**src/rtl/buf_fifo_if.sv**
```systemverilog
// Producer/consumer handshake bundle for buf_fifo; the FIFO takes the slave side.
interface buf_fifo_if #(
  parameter int WIDTH = 3,
  parameter int DEPTH = 4
) ();
  localparam int CW = $clog2(DEPTH) + 1;

  logic             in_valid;
  logic [WIDTH-1:0] in_data;
  logic             in_ready;
  logic             out_valid;
  logic [WIDTH-1:0] out_data;
  logic             out_ready;
  logic [CW-1:0]    count;
  logic             full;
  logic             empty;
  logic             afull;

  modport slave (
    input  in_valid, in_data, out_ready,
    output in_ready, out_valid, out_data, count, full, empty, afull
  );

  modport master (
    output in_valid, in_data, out_ready,
    input  in_ready, out_valid, out_data, count, full, empty, afull
  );
endinterface

```
**src/rtl/buf_fifo.sv**
```systemverilog
// Registered elastic FIFO with valid/ready on both sides, occupancy flags and sync flush.
// All flags decode from the registered count; no ready or data bypass paths.
module buf_fifo #(
  parameter int WIDTH    = 3,
  parameter int DEPTH    = 4,
  parameter int AF_LEVEL = DEPTH - 1
) (
  input  logic     clk_i,
  input  logic     rst_ni,
  input  logic     flush_i,
  buf_fifo_if.slave bus
);
  localparam int AW = $clog2(DEPTH);
  localparam int CW = AW + 1;
  localparam logic [CW-1:0] FULL_CNT = CW'(DEPTH);
  localparam logic [CW-1:0] AF_CNT   = CW'(AF_LEVEL);

  if ((DEPTH < 2) || (DEPTH > 64) || ((DEPTH & (DEPTH - 1)) != 0)) begin : g_bad_depth
    $fatal(1, "buf_fifo: DEPTH must be a power of 2 in 2..64");
  end
  if ((AF_LEVEL < 1) || (AF_LEVEL > DEPTH)) begin : g_bad_af
    $fatal(1, "buf_fifo: AF_LEVEL must be in 1..DEPTH");
  end
  if ((WIDTH < 1) || (WIDTH > 128)) begin : g_bad_width
    $fatal(1, "buf_fifo: WIDTH must be in 1..128");
  end

  logic [WIDTH-1:0] mem_q [DEPTH];
  logic [AW-1:0]    wp_q, wp_d;
  logic [AW-1:0]    rp_q, rp_d;
  logic [CW-1:0]    cnt_q, cnt_d;
  logic             full, empty, push, pop;

  assign full  = (cnt_q == FULL_CNT);
  assign empty = (cnt_q == '0);
  assign push  = bus.in_valid  && !full;
  assign pop   = bus.out_ready && !empty;

  always_comb begin
    wp_d  = wp_q;
    rp_d  = rp_q;
    cnt_d = cnt_q;
    if (flush_i) begin
      // flush wins over any handshake in the same cycle
      wp_d  = '0;
      rp_d  = '0;
      cnt_d = '0;
    end else begin
      if (push) wp_d = wp_q + AW'(1);
      if (pop)  rp_d = rp_q + AW'(1);
      unique case ({push, pop})
        2'b10:   cnt_d = cnt_q + CW'(1);
        2'b01:   cnt_d = cnt_q - CW'(1);
        default: cnt_d = cnt_q;
      endcase
    end
  end

  always_ff @(posedge clk_i or negedge rst_ni) begin
    if (!rst_ni) begin
      wp_q  <= '0;
      rp_q  <= '0;
      cnt_q <= '0;
    end else begin
      wp_q  <= wp_d;
      rp_q  <= rp_d;
      cnt_q <= cnt_d;
    end
  end

  // storage is deliberately unreset; head data is meaningless while empty
  always_ff @(posedge clk_i) begin
    if (push && !flush_i) mem_q[wp_q] <= bus.in_data;
  end

  assign bus.out_data  = mem_q[rp_q];
  assign bus.out_valid = !empty;
  assign bus.in_ready  = !full;
  assign bus.count     = cnt_q;
  assign bus.full      = full;
  assign bus.empty     = empty;
  assign bus.afull     = (cnt_q >= AF_CNT);
endmodule
```
**src/flat_wrapper.sv**
```systemverilog
// flat-port wrapper written by rule: the top's interface ports become plain ports
module buf_fifo_flat 
#(
  parameter int WIDTH    = 3,
  parameter int DEPTH    = 4,
  parameter int AF_LEVEL = DEPTH - 1
)
  (clk_i, rst_ni, flush_i, bus_in_valid, bus_in_data, bus_out_ready, bus_in_ready, bus_out_valid, bus_out_data, bus_count, bus_full, bus_empty, bus_afull);
  buf_fifo_if #(.WIDTH(WIDTH), .DEPTH(DEPTH)) bus_i ();
  input  logic clk_i;
  input  logic rst_ni;
  input  logic flush_i;
  input wire logic [$bits(bus_i.in_valid)-1:0] bus_in_valid;
  input wire logic [$bits(bus_i.in_data)-1:0] bus_in_data;
  input wire logic [$bits(bus_i.out_ready)-1:0] bus_out_ready;
  output wire logic [$bits(bus_i.in_ready)-1:0] bus_in_ready;
  output wire logic [$bits(bus_i.out_valid)-1:0] bus_out_valid;
  output wire logic [$bits(bus_i.out_data)-1:0] bus_out_data;
  output wire logic [$bits(bus_i.count)-1:0] bus_count;
  output wire logic [$bits(bus_i.full)-1:0] bus_full;
  output wire logic [$bits(bus_i.empty)-1:0] bus_empty;
  output wire logic [$bits(bus_i.afull)-1:0] bus_afull;
  assign bus_i.in_valid = bus_in_valid;
  assign bus_i.in_data = bus_in_data;
  assign bus_i.out_ready = bus_out_ready;
  assign bus_in_ready = bus_i.in_ready;
  assign bus_out_valid = bus_i.out_valid;
  assign bus_out_data = bus_i.out_data;
  assign bus_count = bus_i.count;
  assign bus_full = bus_i.full;
  assign bus_empty = bus_i.empty;
  assign bus_afull = bus_i.afull;
  buf_fifo #(.WIDTH(WIDTH), .DEPTH(DEPTH), .AF_LEVEL(AF_LEVEL)) u_core (.clk_i(clk_i), .rst_ni(rst_ni), .flush_i(flush_i), .bus(bus_i));
endmodule
```
**config.mk**
```make
export PLATFORM = sky130hd
export DESIGN_NAME = buf_fifo_flat
export DESIGN_NICKNAME = d
export VERILOG_FILES = /design/src/rtl/buf_fifo_if.sv /design/src/rtl/buf_fifo.sv /design/src/flat_wrapper.sv
export SDC_FILE = /design/constraint.sdc
export NUM_CORES = 1
export LEC_CHECK = 0
export ABC_AREA = 1
export ABC_CLOCK_PERIOD_IN_PS = 4150
export BUFFER_PORTS_ARGS = -buffer_cell sky130_fd_sc_hd__buf_2
export CORE_MARGIN = 3
export CORE_UTILIZATION = 35
export CTS_CLUSTER_DIAMETER = 50
export DETAILED_ROUTE_END_ITERATION = 16
export SYNTH_ARGS = -nofsm -noshare
export SYNTH_HDL_FRONTEND = slang
export SYNTH_SLANG_ARGS = --single-unit
```
**constraint.sdc**
```tcl
create_clock -name clk_i -period 4.15 [get_ports clk_i]
set_input_delay 1.0375 -clock clk_i [delete_from_list [all_inputs] [get_ports clk_i]]
set_output_delay 1.0375 -clock clk_i [all_outputs]
set_load 0.02 [all_outputs]
```
==> run summary <==
For this run, design rule violations remaining after detail routing come to 0. Sorting the synthesized cells by area gives the leading types as edfxtp_1 (36%), dfrtp_1 (17%), inv_1 (5.6%). In the final routing, the length of wire on met1 measures 785 um. TritonCTS built the clock tree. Data arrives at the worst endpoint at 1480 ps. Entering global routing, the biggest net connects 12 pins. The first global-routing pass estimated 2860 um of wire. The die span in y is 59.8 um.

Dividing the detail-routed wire length by the instance count gives 11.2 um. Net switching is 44.9% of the power. For the buffers inserted during post-CTS setup optimization, the log shows 0. The average vias per placed instance was 4.59; the antenna cell count was 0. The clock network is responsible for 13.2% of the overall power. The critical path's largest stage delay is 510 ps. The logs give 0 for the total of cells resized after clock tree synthesis and 52.9% for the sequential-to-total area share from yosys stat. Summed over all instances, the cell type with the most area after synthesis is edfxtp_1.

Before CTS, the worst setup slack after placement is 1780 ps. The fraction of synthesized cell area taken by the top area cell type works out to 35.6%. For the initial antenna violation count, the log shows 0. In this run the tool buffered the top-level ports with 18 buffer cells. Summing all multi-input logic gate instances after layout gives 390 um2. Counting distinct cell types in the post-synthesis netlist gives 24.

The most common cell after layout, fill and taps aside was buf_2. The clock drives 19 sinks. The filler cells instantiated in the layout total 258. The number of synthesis warnings was 0; the die outline width was 59.8 um. The path category of the worst min-delay check was in2async. The peak clock frequency supported by timing was 398 MHz. The clock network latency to the later pin of the worst-skew pair came out at 290 ps. Final HPWL from detailed placement: 1310 um. The detail route stage leaves a number of antenna-violating nets equal to 0. In this run the top signal layer used is met4. After clock tree synthesis, the clock-pin slew on the worst setup and hold paths is 100 ps.

For this configuration, the core starts out at a cell density of 38.7%. The power dissipated by switching net loads came out at 307 uW. Power spread over the standard cell area amounts to 597 mW/mm2.

The tool flagged a number of max-cap violations equal to 0. The tools report the number of max-slew violations in the final report as 0. For the pin with the worst max-slew slack, the measured transition is 327 ps.

The run finished with clean final reports. Headroom to the max-slew limit came out at 78.2%. The sequential cells in the finished layout cover a total of 536 um2. Summed over all nets, wire length on met2 after detailed routing comes to 804 um.

After global routing the overflow that remains totals 0. The number of H-tree levels came out at 1. Setup violations remaining at the end of the flow were counted as 0.

Setup repair after global routing left no endpoint under its margin. The post-detailed-routing wire length is 1680 um, and the post-layout minimum cycle time is 2510 ps. The routed layout has 689 vias. The setup clock skew after layout came out at 4.57 ps.

The worst setup path is launched from a flip-flop. In this run, the combinational gates consume 46.8% of the power. For the maximum clock path buffer count, the log shows 2. The global placer's final weighted congestion is 0.741. Each instance of the synthesized netlist takes up on average 10.0 um2.

The top cell types in the final layout, fill and taps aside, are buf_2 (18), inv_1 (15), nand2_1 (13). In this run, placement finished with an instance count of 146. The core region is 0.00261 mm2. Measured in cells, the most critical reg-to-reg path has a length of 12. The logs give 4 for the number of detailed-route iterations in the first pass and 134 for the final net count. The synthesis-stage register bit count came out at 19. The tree is rooted in a clkbuf_4. In this run, CTS created clock tree buffers numbering 3. The worst-case IR drop observed on VDD is 0.000256 V. The type of the worst setup path is reg2out. In the finished design, the share of the clock period the worst path needs comes to 60.5%. Of all nets on the critical path, the largest fanout is 9. The detailed router finished its first iteration with 8 violations. The synthesized cell area was 0.00101 mm2. Setup slack closes at 1640 ps.

The final cell count without fillers is 150, and the register share of total power is 40.0%. Summed over all cells, the static leakage comes to 0.000543 uW. The overall die area came out at 0.00357 mm2.

Synthesis produced a netlist with a net count of 114. The layout overhead on the synthesized area is 13.0%, and the total met3 wirelength after detailed routing is 76 um. For the core utilization of the finished layout, the log shows 43.8%. The master of the slowest instance on the critical path was dfrtp_1. In the final timing run, aggregate negative setup slack is 0 ps.

Row generation in the floorplan step produced 18 rows. The internal cell power is 376 uW. The share of post-route cells with drive strength above 1 works out to 27.5%. The run gives 658 as the number of global-route vias before repair. Data on the critical path is required at its endpoint by 3110 ps. The number of cells produced by synthesis was 101. Capturing element type of the critical path: an output port.

Global routing used 10.9% of the available tracks across all layers. The number of hold buffers added after CTS was 0. The logs give 0 for the number of endpoints with negative hold slack in the final report and 19 for the I/O pin count. Traced cell by cell, the critical path runs through inv_1 -> o21ai_0 -> o22ai_1 -> buf_2.
synth_stat cells:
cell       n
o22ai_1    3
a21oi_1    2
xnor2_1    1
nand4_1    3
o21ai_0    6
buf_4      1
buf_2      1
fa_1       1
nand2_2    4
nand3_1    5
o21ai_1    2
inv_4      1
buf_6      1
dfrtp_1    7
nor2_1    12
xor2_1     1
a21oi_4    1
inv_1     15
ha_1       4
edfxtp_1  12
nand3_2    1
nand2_1   13
nand2_4    3
nor2_4     1
power by group through the flow:
stage	clock network, uW	logic, uW	registers (uW)
after floorplan	0	249	272
after global placement	0	322	278
after detailed placement	0	324	279
after CTS	95.2	324	275
after global routing	104	358	282
final	90.0	320	273
routing by layer:
layer / track usage (%) / up-vias
met4: 2.85 / 0
met1: 14.0 / 309
met3: 4.75 / 2
li1: - / 368
met5: 0 / -
met2: 16.8 / 10
layout make-up:
class,count,area share [%]
multi-input cells,63,34.1
flip-flops and latches,19,46.8
clock inverters,1,0.438
inverters,16,5.47
clock buffers,3,1.97
repair buffers,18,7.88
well taps,30,3.28
cells by family (layout without fill, tap and decap cells):
| family | Yosys count | count (layout) | share of synthesized area [%] |
|---|---|---|---|
| xor+xnor | 2 | 2 | 1.73 |
| simple gates | 42 | 42 | 21.5 |
| fa+ha+maj | 5 | 5 | 6.92 |
| flops | 19 | 19 | 52.9 |
| compound gates | 14 | 14 | 8.41 |
| buf+inv | 19 | 38 | 8.53 |
state kept, by name, summed over array words and instances, names as in the netlist:
signal and cells:
u_core.rp_q 2, u_core.bus.count 3, u_core.wp_q 2, u_core.mem_q 12
final timing paths:
path	endpoint	startpoint	slack [ps]
max	bus_out_data[2]	u_core.rp_q[0]$_DFFE_PN0P_	1640
min	u_core.bus.count[1]$_DFFE_PN0P_	rst_ni	560
max reg2reg	u_core.bus.count[2]$_DFFE_PN0P_	u_core.bus.count[0]$_DFFE_PN0P_	2150
min reg2reg	u_core.wp_q[1]$_DFFE_PN0P_	u_core.wp_q[1]$_DFFE_PN0P_	630
max in group asynchronous	u_core.rp_q[0]$_DFFE_PN0P_	rst_ni	3430
min in group clk_i	u_core.wp_q[1]$_DFFE_PN0P_	u_core.wp_q[1]$_DFFE_PN0P_	630
through the flow:
stage	area [um2]	power [uW]	hold WS, ps
finish	1140	683	560
floorplan	1010	521	556
CTS	1140	695	549
detailed placement	1120	604	617
global placement	1120	600	597
global route	1140	745	533
worst max-delay path, delay by kind of cell (launching register included):
kind / cells / cell delay (ps)
flip-flops: 1 / 510
buffers and inverters: 2 / 360
AO/OA/AOI/OAI: 2 / 310
Power figures use the tool's default switching activity.
